[src/rtl/bus_pkg.sv]
// Shared definitions for the CPU bus response path: FSM encoding, error causes,
// the default error read data and the memory map used by the address decoder.
package bus_pkg;

    typedef enum logic [1:0] {
        ST_IDLE = 2'd0,
        ST_WAIT = 2'd1,
        ST_RESP = 2'd2,
        ST_ERR  = 2'd3
    } state_e;

    localparam logic [1:0] CAUSE_NONE    = 2'b00;
    localparam logic [1:0] CAUSE_DECODE  = 2'b01;
    localparam logic [1:0] CAUSE_TIMEOUT = 2'b10;

    localparam logic [31:0] ERR_RDATA_DEFAULT = 32'h0000_0000;

    localparam logic [31:0] IMEM_BASE  = 32'h0000_0000;
    localparam logic [31:0] IMEM_MASK  = 32'hFFFF_F000;
    localparam logic [31:0] DMEM_BASE  = 32'h0000_1000;
    localparam logic [31:0] DMEM_MASK  = 32'hFFFF_F000;
    localparam logic [31:0] ASCON_BASE = 32'h1000_0000;
    localparam logic [31:0] ASCON_MASK = 32'hFFFF_FF00;

    // A request is routable only when exactly one real slave is selected.
    function automatic logic sel_is_valid(input logic [2:0] sel, input logic invalid);
        return !invalid && ((sel == 3'b001) || (sel == 3'b010) || (sel == 3'b100));
    endfunction

endpackage

[src/rtl/bus_timeout_counter.sv]
// Saturating wait counter with synchronous clear; o_tc flags the last allowed
// wait cycle (count == TERMINAL-1).
module bus_timeout_counter #(
    parameter int TERMINAL = 64
) (
    input  logic clk,
    input  logic rst,
    input  logic i_clear,
    input  logic i_en,
    output logic o_tc
);

    localparam int CW = $clog2(TERMINAL);
    localparam logic [CW-1:0] LAST = CW'(TERMINAL - 1);

    logic [CW-1:0] r_cnt;

    // NOTE: sequential state uses non-blocking assignment so every flop samples
    // pre-edge values, independent of statement order.
    always_ff @(posedge clk) begin
        if (rst || i_clear) begin
            r_cnt <= '0;
        end else if (i_en && (r_cnt != LAST)) begin
            r_cnt <= r_cnt + 1'b1;
        end
    end

    assign o_tc = (r_cnt == LAST);

endmodule

[src/rtl/bus_resp_collector.sv]
// Collects the single outstanding slave response for a CPU request and turns
// decode/timeout failures into bus-error responses. Timeout enabled by BUS_TIMEOUT_EN.
module bus_resp_collector
    import bus_pkg::*;
#(
    parameter int          TIMEOUT_CYCLES = 64,
    parameter logic [31:0] ERR_RDATA      = ERR_RDATA_DEFAULT
) (
    input  logic        clk,
    input  logic        rst,
    input  logic        cpu_req_valid,
    output logic        cpu_req_ready,
    input  logic [31:0] cpu_req_addr,
    input  logic        sel_imem,
    input  logic        sel_dmem,
    input  logic        sel_ascon,
    input  logic        sel_invalid,
    input  logic        imem_rvalid,
    input  logic        dmem_rvalid,
    input  logic        ascon_rvalid,
    input  logic [31:0] imem_rdata,
    input  logic [31:0] dmem_rdata,
    input  logic [31:0] ascon_rdata,
    output logic        cpu_rsp_valid,
    output logic [31:0] cpu_rsp_rdata,
    output logic        cpu_rsp_err,
    output logic [31:0] err_addr,
    output logic [1:0]  err_cause
);

    if (TIMEOUT_CYCLES < 2) begin : g_bad_timeout
        $error("TIMEOUT_CYCLES must be at least 2");
    end

    state_e      r_state;
    state_e      w_state_nxt;
    logic [31:0] r_addr;
    logic [2:0]  r_sel;          // {ascon, dmem, imem}
    logic [31:0] r_rsp_rdata;
    logic [31:0] r_err_addr;
    logic [1:0]  r_err_cause;

    logic        w_accept;
    logic [2:0]  w_sel_in;
    logic        w_sel_rvalid;
    logic [31:0] w_sel_rdata;
    logic        w_timeout;
    logic        w_err_entry;

    assign w_sel_in = {sel_ascon, sel_dmem, sel_imem};
    assign w_accept = cpu_req_valid && (r_state == ST_IDLE);

    // Only the slave latched at acceptance is listened to.
    assign w_sel_rvalid = |(r_sel & {ascon_rvalid, dmem_rvalid, imem_rvalid});

    // NOTE: every always_comb output gets a default first so no path can
    // leave it unassigned and infer a latch.
    always_comb begin
        w_sel_rdata = '0;
        if (r_sel[0]) w_sel_rdata = imem_rdata;
        if (r_sel[1]) w_sel_rdata = dmem_rdata;
        if (r_sel[2]) w_sel_rdata = ascon_rdata;
    end

`ifdef BUS_TIMEOUT_EN
    logic w_tc;

    bus_timeout_counter #(
        .TERMINAL (TIMEOUT_CYCLES)
    ) u_timeout (
        .clk     (clk),
        .rst     (rst),
        .i_clear (w_accept),
        .i_en    (r_state == ST_WAIT),
        .o_tc    (w_tc)
    );

    assign w_timeout = w_tc;
`else
    assign w_timeout = 1'b0;
`endif

    always_comb begin
        w_state_nxt = r_state;
        case (r_state)
            ST_IDLE: begin
                if (w_accept) begin
                    w_state_nxt = sel_is_valid(w_sel_in, sel_invalid) ? ST_WAIT : ST_ERR;
                end
            end
            ST_WAIT: begin
                // A response in the terminal-count cycle beats the timeout.
                if (w_sel_rvalid)   w_state_nxt = ST_RESP;
                else if (w_timeout) w_state_nxt = ST_ERR;
            end
            ST_RESP: w_state_nxt = ST_IDLE;
            ST_ERR:  w_state_nxt = ST_IDLE;
            default: w_state_nxt = ST_IDLE;
        endcase
    end

    assign w_err_entry = (w_state_nxt == ST_ERR) && (r_state != ST_ERR);

    always_ff @(posedge clk) begin
        if (rst) begin
            r_state     <= ST_IDLE;
            r_addr      <= '0;
            r_sel       <= '0;
            r_rsp_rdata <= '0;
            r_err_addr  <= '0;
            r_err_cause <= CAUSE_NONE;
        end else begin
            r_state <= w_state_nxt;
            if (w_accept) begin
                r_addr <= cpu_req_addr;
                r_sel  <= w_sel_in;
            end
            if ((r_state == ST_WAIT) && w_sel_rvalid) begin
                r_rsp_rdata <= w_sel_rdata;
            end else if (w_err_entry) begin
                r_rsp_rdata <= ERR_RDATA;
            end
            // Decode errors enter ERR straight from IDLE, before r_addr is loaded.
            if (w_err_entry) begin
                r_err_addr  <= (r_state == ST_IDLE) ? cpu_req_addr : r_addr;
                r_err_cause <= (r_state == ST_IDLE) ? CAUSE_DECODE : CAUSE_TIMEOUT;
            end
        end
    end

    assign cpu_req_ready = (r_state == ST_IDLE);
    assign cpu_rsp_valid = (r_state == ST_RESP) || (r_state == ST_ERR);
    assign cpu_rsp_err   = (r_state == ST_ERR);
    assign cpu_rsp_rdata = r_rsp_rdata;
    assign err_addr      = r_err_addr;
    assign err_cause     = r_err_cause;

endmodule

[config.mk]
export PLATFORM = sky130hd
export DESIGN_NAME = bus_resp_collector
export DESIGN_NICKNAME = d
export VERILOG_FILES = /design/src/rtl/bus_pkg.sv /design/src/rtl/bus_timeout_counter.sv /design/src/rtl/bus_resp_collector.sv
export SDC_FILE = /design/constraint.sdc
export NUM_CORES = 1
export LEC_CHECK = 0
export BUFFER_PORTS_ARGS = -buffer_cell sky130_fd_sc_hd__buf_2
export CORE_MARGIN = 5
export CORE_UTILIZATION = 47
export DETAILED_ROUTE_END_ITERATION = 8
export GPL_TIMING_DRIVEN = 1
export PLACE_DENSITY = 0.81
export SLEW_MARGIN = 15
export SYNTH_ARGS = -nofsm -noshare
export SYNTH_HDL_FRONTEND = slang
export SYNTH_SLANG_ARGS = --single-unit
[constraint.sdc]
create_clock -name clk -period 3.45 [get_ports clk]
set_clock_uncertainty 0.05 [all_clocks]
set_input_delay 0.345 -clock clk [delete_from_list [all_inputs] [get_ports clk]]
set_output_delay 0.345 -clock clk [all_outputs]
set_load 0.02 [all_outputs]
==> metrics.md <==
| Metric | Value |
|---|---|
| Top cells by area, synth | dfxtp_1 (38%), mux2i_1 (9.4%), a22o_1 (7.6%), o2111ai_1 (7.6%), nand2_1 (6.7%) |
| DRC viols | 0 |
| Syn avg cell area | between 8 and 9 um2 |
| Bufs and invs on worst path | 0 |
| Most frequent cells in the layout | buf_2 (206), dfxtp_1 (70), nand2_1 (66) |
| Setup tns final | 0 ps |
| Share of cells above drive strength 1 | 0.380 |
| Post_cts resized | 0 |
| Final worst setup slack | 1060 ps |
| DIE WIDTH | a little under 100 um |
| CTS Hold Bufs | 0 |
| First-pass GRT wire length | about 18000 um |
| Final min period | about 2400 ps |
| Gr ovfl total | 0 |
| RSZ-0062 raised after global routing | no |
| Vias | a little under 4000 |
| Fin crit share | 0.694 |
| GRT Total Usage | 0.216 |
| Placed Instances | 701 |
| Antenna fix cells | 0 |
| Mapped Cells | about 440 |
| Critical path fanouts, max | 66 |
| Cell Rows | 32 |
| Max IR drop VDD | 0.000238 V |
| Max Buffers Root-to-Sink | 2 |
| Area grow syn2layout | 33.3% |
| Post-synth top area share | 0.383 |
| Initial DRC count | 186 |
| Pre-antenna DRT Iters | 4 |
| Worst Setup Path Type | register to register |
| Pint | roughly 1600 uW |
| Sequential share of power | 0.395 |
| Leak | ~0.0024 uW |
| Chip Height | 98.9 um |
| Yosys reg bits | 71 |
| Worst path slowest cell | o311a_4 |
| Fin cells | 717 |
| Combinational share of power | 0.213 |
| Least-Margin Pin Slew | around 1100 ps |
| Switch Pwr | about 610 uW |
| Crit path max-delay family | compound AO/OA/AOI/OAI gates |
| Pin count of the biggest net entering global routing | 68 |
| Final Hold Fails | 0 |
| Final ANT Viol Nets | 0 |
| Count of cell types in the netlist | 28 |
| Power per cell area | around 450 nW/um2 |
| Slew Limit Fails | 0 |
| Initial antenna violation count | 0 |
| Slew HR | 0.266 |
| TritonCTS buffer count | 9 |
| CTS tree | built |
| Detail Placement HPWL | between 8000 and 9000 um |
| Core box area | approximately 7700 um2 |
| Vias in the first global route | between 3000 and 4000 |
| Status | completed |
| CP required | roughly 3600 ps |
| CP cell instances | nor3b_1, o311a_4, o22ai_1 |
| Pre-CTS setup slack | around 970 ps |
| Max Clock Freq | 418 MHz |
| Syn nets | 580 |
| Most common cell after layout, fill and taps aside | buf_2 |
| Switching power share of the total | 0.274 |
| Initial Util | 0.480 |
| R2R Setup Slk | around 1100 ps |
| Hold Crit Class | input pin to register |
| Boundary pin count | just over 200 |
| Num Clock Sinks | 71 |
| Cell taking the most area after synthesis | dfxtp_1 |
| CTS root buf | clkbuf_8 |
| Register area share after synthesis | 0.383 |
| Post-layout net count | around 750 |
| Crit end category | register |
| Max-Cap Viols | 0 |
| DR WL/cell | ~16 um |
| Vias per cell | approximately 5.4 |
| PortBufs | 206 |
| CTS clk-pin slew, worst paths | roughly 80 ps |
| Aggregate routed wire length | 11200 um |
| Synth warn | 0 |
| # setup viols final | 0 |
| Post-CTS Setup Inserts | 0 |
| CP Data Arrival Time | between 2000 and 3000 ps |
| Crit start category | register |
| Worst-Skew Late Latency | about 330 ps |
| H-tree depth | 3 |
| Clk pwr share | 0.391 |
| Design Area, Final | between 4000 and 5000 um2 |
| Die footprint | roughly 9800 um2 |
| Cell Area, Placed | between 4000 and 5000 um2 |
| GP Congestion | about 0.89 |
| Critical path's largest stage delay | 940 ps |
| Post-Syn Area | 3710 um2 |
per-layer routing:
metal	global-route usage	up-vias	wire length (um)	share of wire
met3	0.0609	24	982	0.088
met4	0.0903	0	231	0.021
met2	0.365	162	5400	0.48
met1	0.255	1789	4560	0.41
li1	-	1930	-	-
met5	0	-	0	0
power groups by stage:
stage	Sequential, uW	Combinational, uW	Clock (uW)
6_report	883	476	874
5_1_grt	888	518	925
4_1_cts	883	478	891
3_5_place_dp	902	478	0
3_3_place_gp	900	467	0
2_1_floorplan	945	279	0
worst register-to-register path, stage by stage, from the launching register on:
cell	delay, ps
dfxtp_1	340
nor3b_1	630
o311a_4	940
o22ai_1	270
area by class of cell:
class                      count  area (um2)
clock buffer                   9         124
clock inverter                 7         144
fill                         683        2780
inverter                      34         128
multi-input combinational    281        1920
sequential                    71        1420
tap                          102         128
timing repair buffer         213        1080
kinds of logic after synthesis:
kind of cell,Yosys count,synth area share
flops,71,0.383
simple gates,109,0.151
compound gates,136,0.266
mux,35,0.0944
xor+xnor,1,0.00236
buf+inv,90,0.103
cells in the mapped netlist:
cell type  instances
dfxtp_1           71
o21a_1             2
a211o_1            1
or4b_1             1
a22oi_2            1
nor2_1             4
a22o_1            32
nand4b_1           1
a21oi_1           33
nand2_1           66
inv_2              1
nor3b_2            1
buf_2              5
and2_1             1
o311a_1            1
o31ai_1            1
xnor2_1            1
inv_1             33
clkbuf_1          45
buf_1              1
o2111ai_1         32
o22ai_1           32
a211oi_1           1
nand2b_1           1
buf_6              5
mux2i_1           35
nand3b_1          33
nor3b_1            1
sequential cells by signal, indices dropped and copies added (netlist names):
register / cells
cpu_rsp_rdata: 32
r_sel: 3
err_addr: 32
err_cause: 2
r_state: 2
per-stage QoR:
step                 util  total power [uW]  hold WS [ps]
CTS                 0.640              2250           185
detailed placement  0.606              1380           400
global route        0.640              2330           193
global placement    0.606              1370           388
finish              0.640              2230           202
floorplan               -              1220           437
final timing paths:
kind                                       from                to  cells after the start
worst min register to register     err_addr[24]      err_addr[24]                      2
worst max-delay path                 r_state[1]  cpu_rsp_rdata[9]                      3
worst min-delay path            cpu_req_addr[6]       err_addr[6]                      3
worst max register to register       r_state[1]  cpu_rsp_rdata[9]                      3
Note: power is estimated with default switching activity, not from simulation.
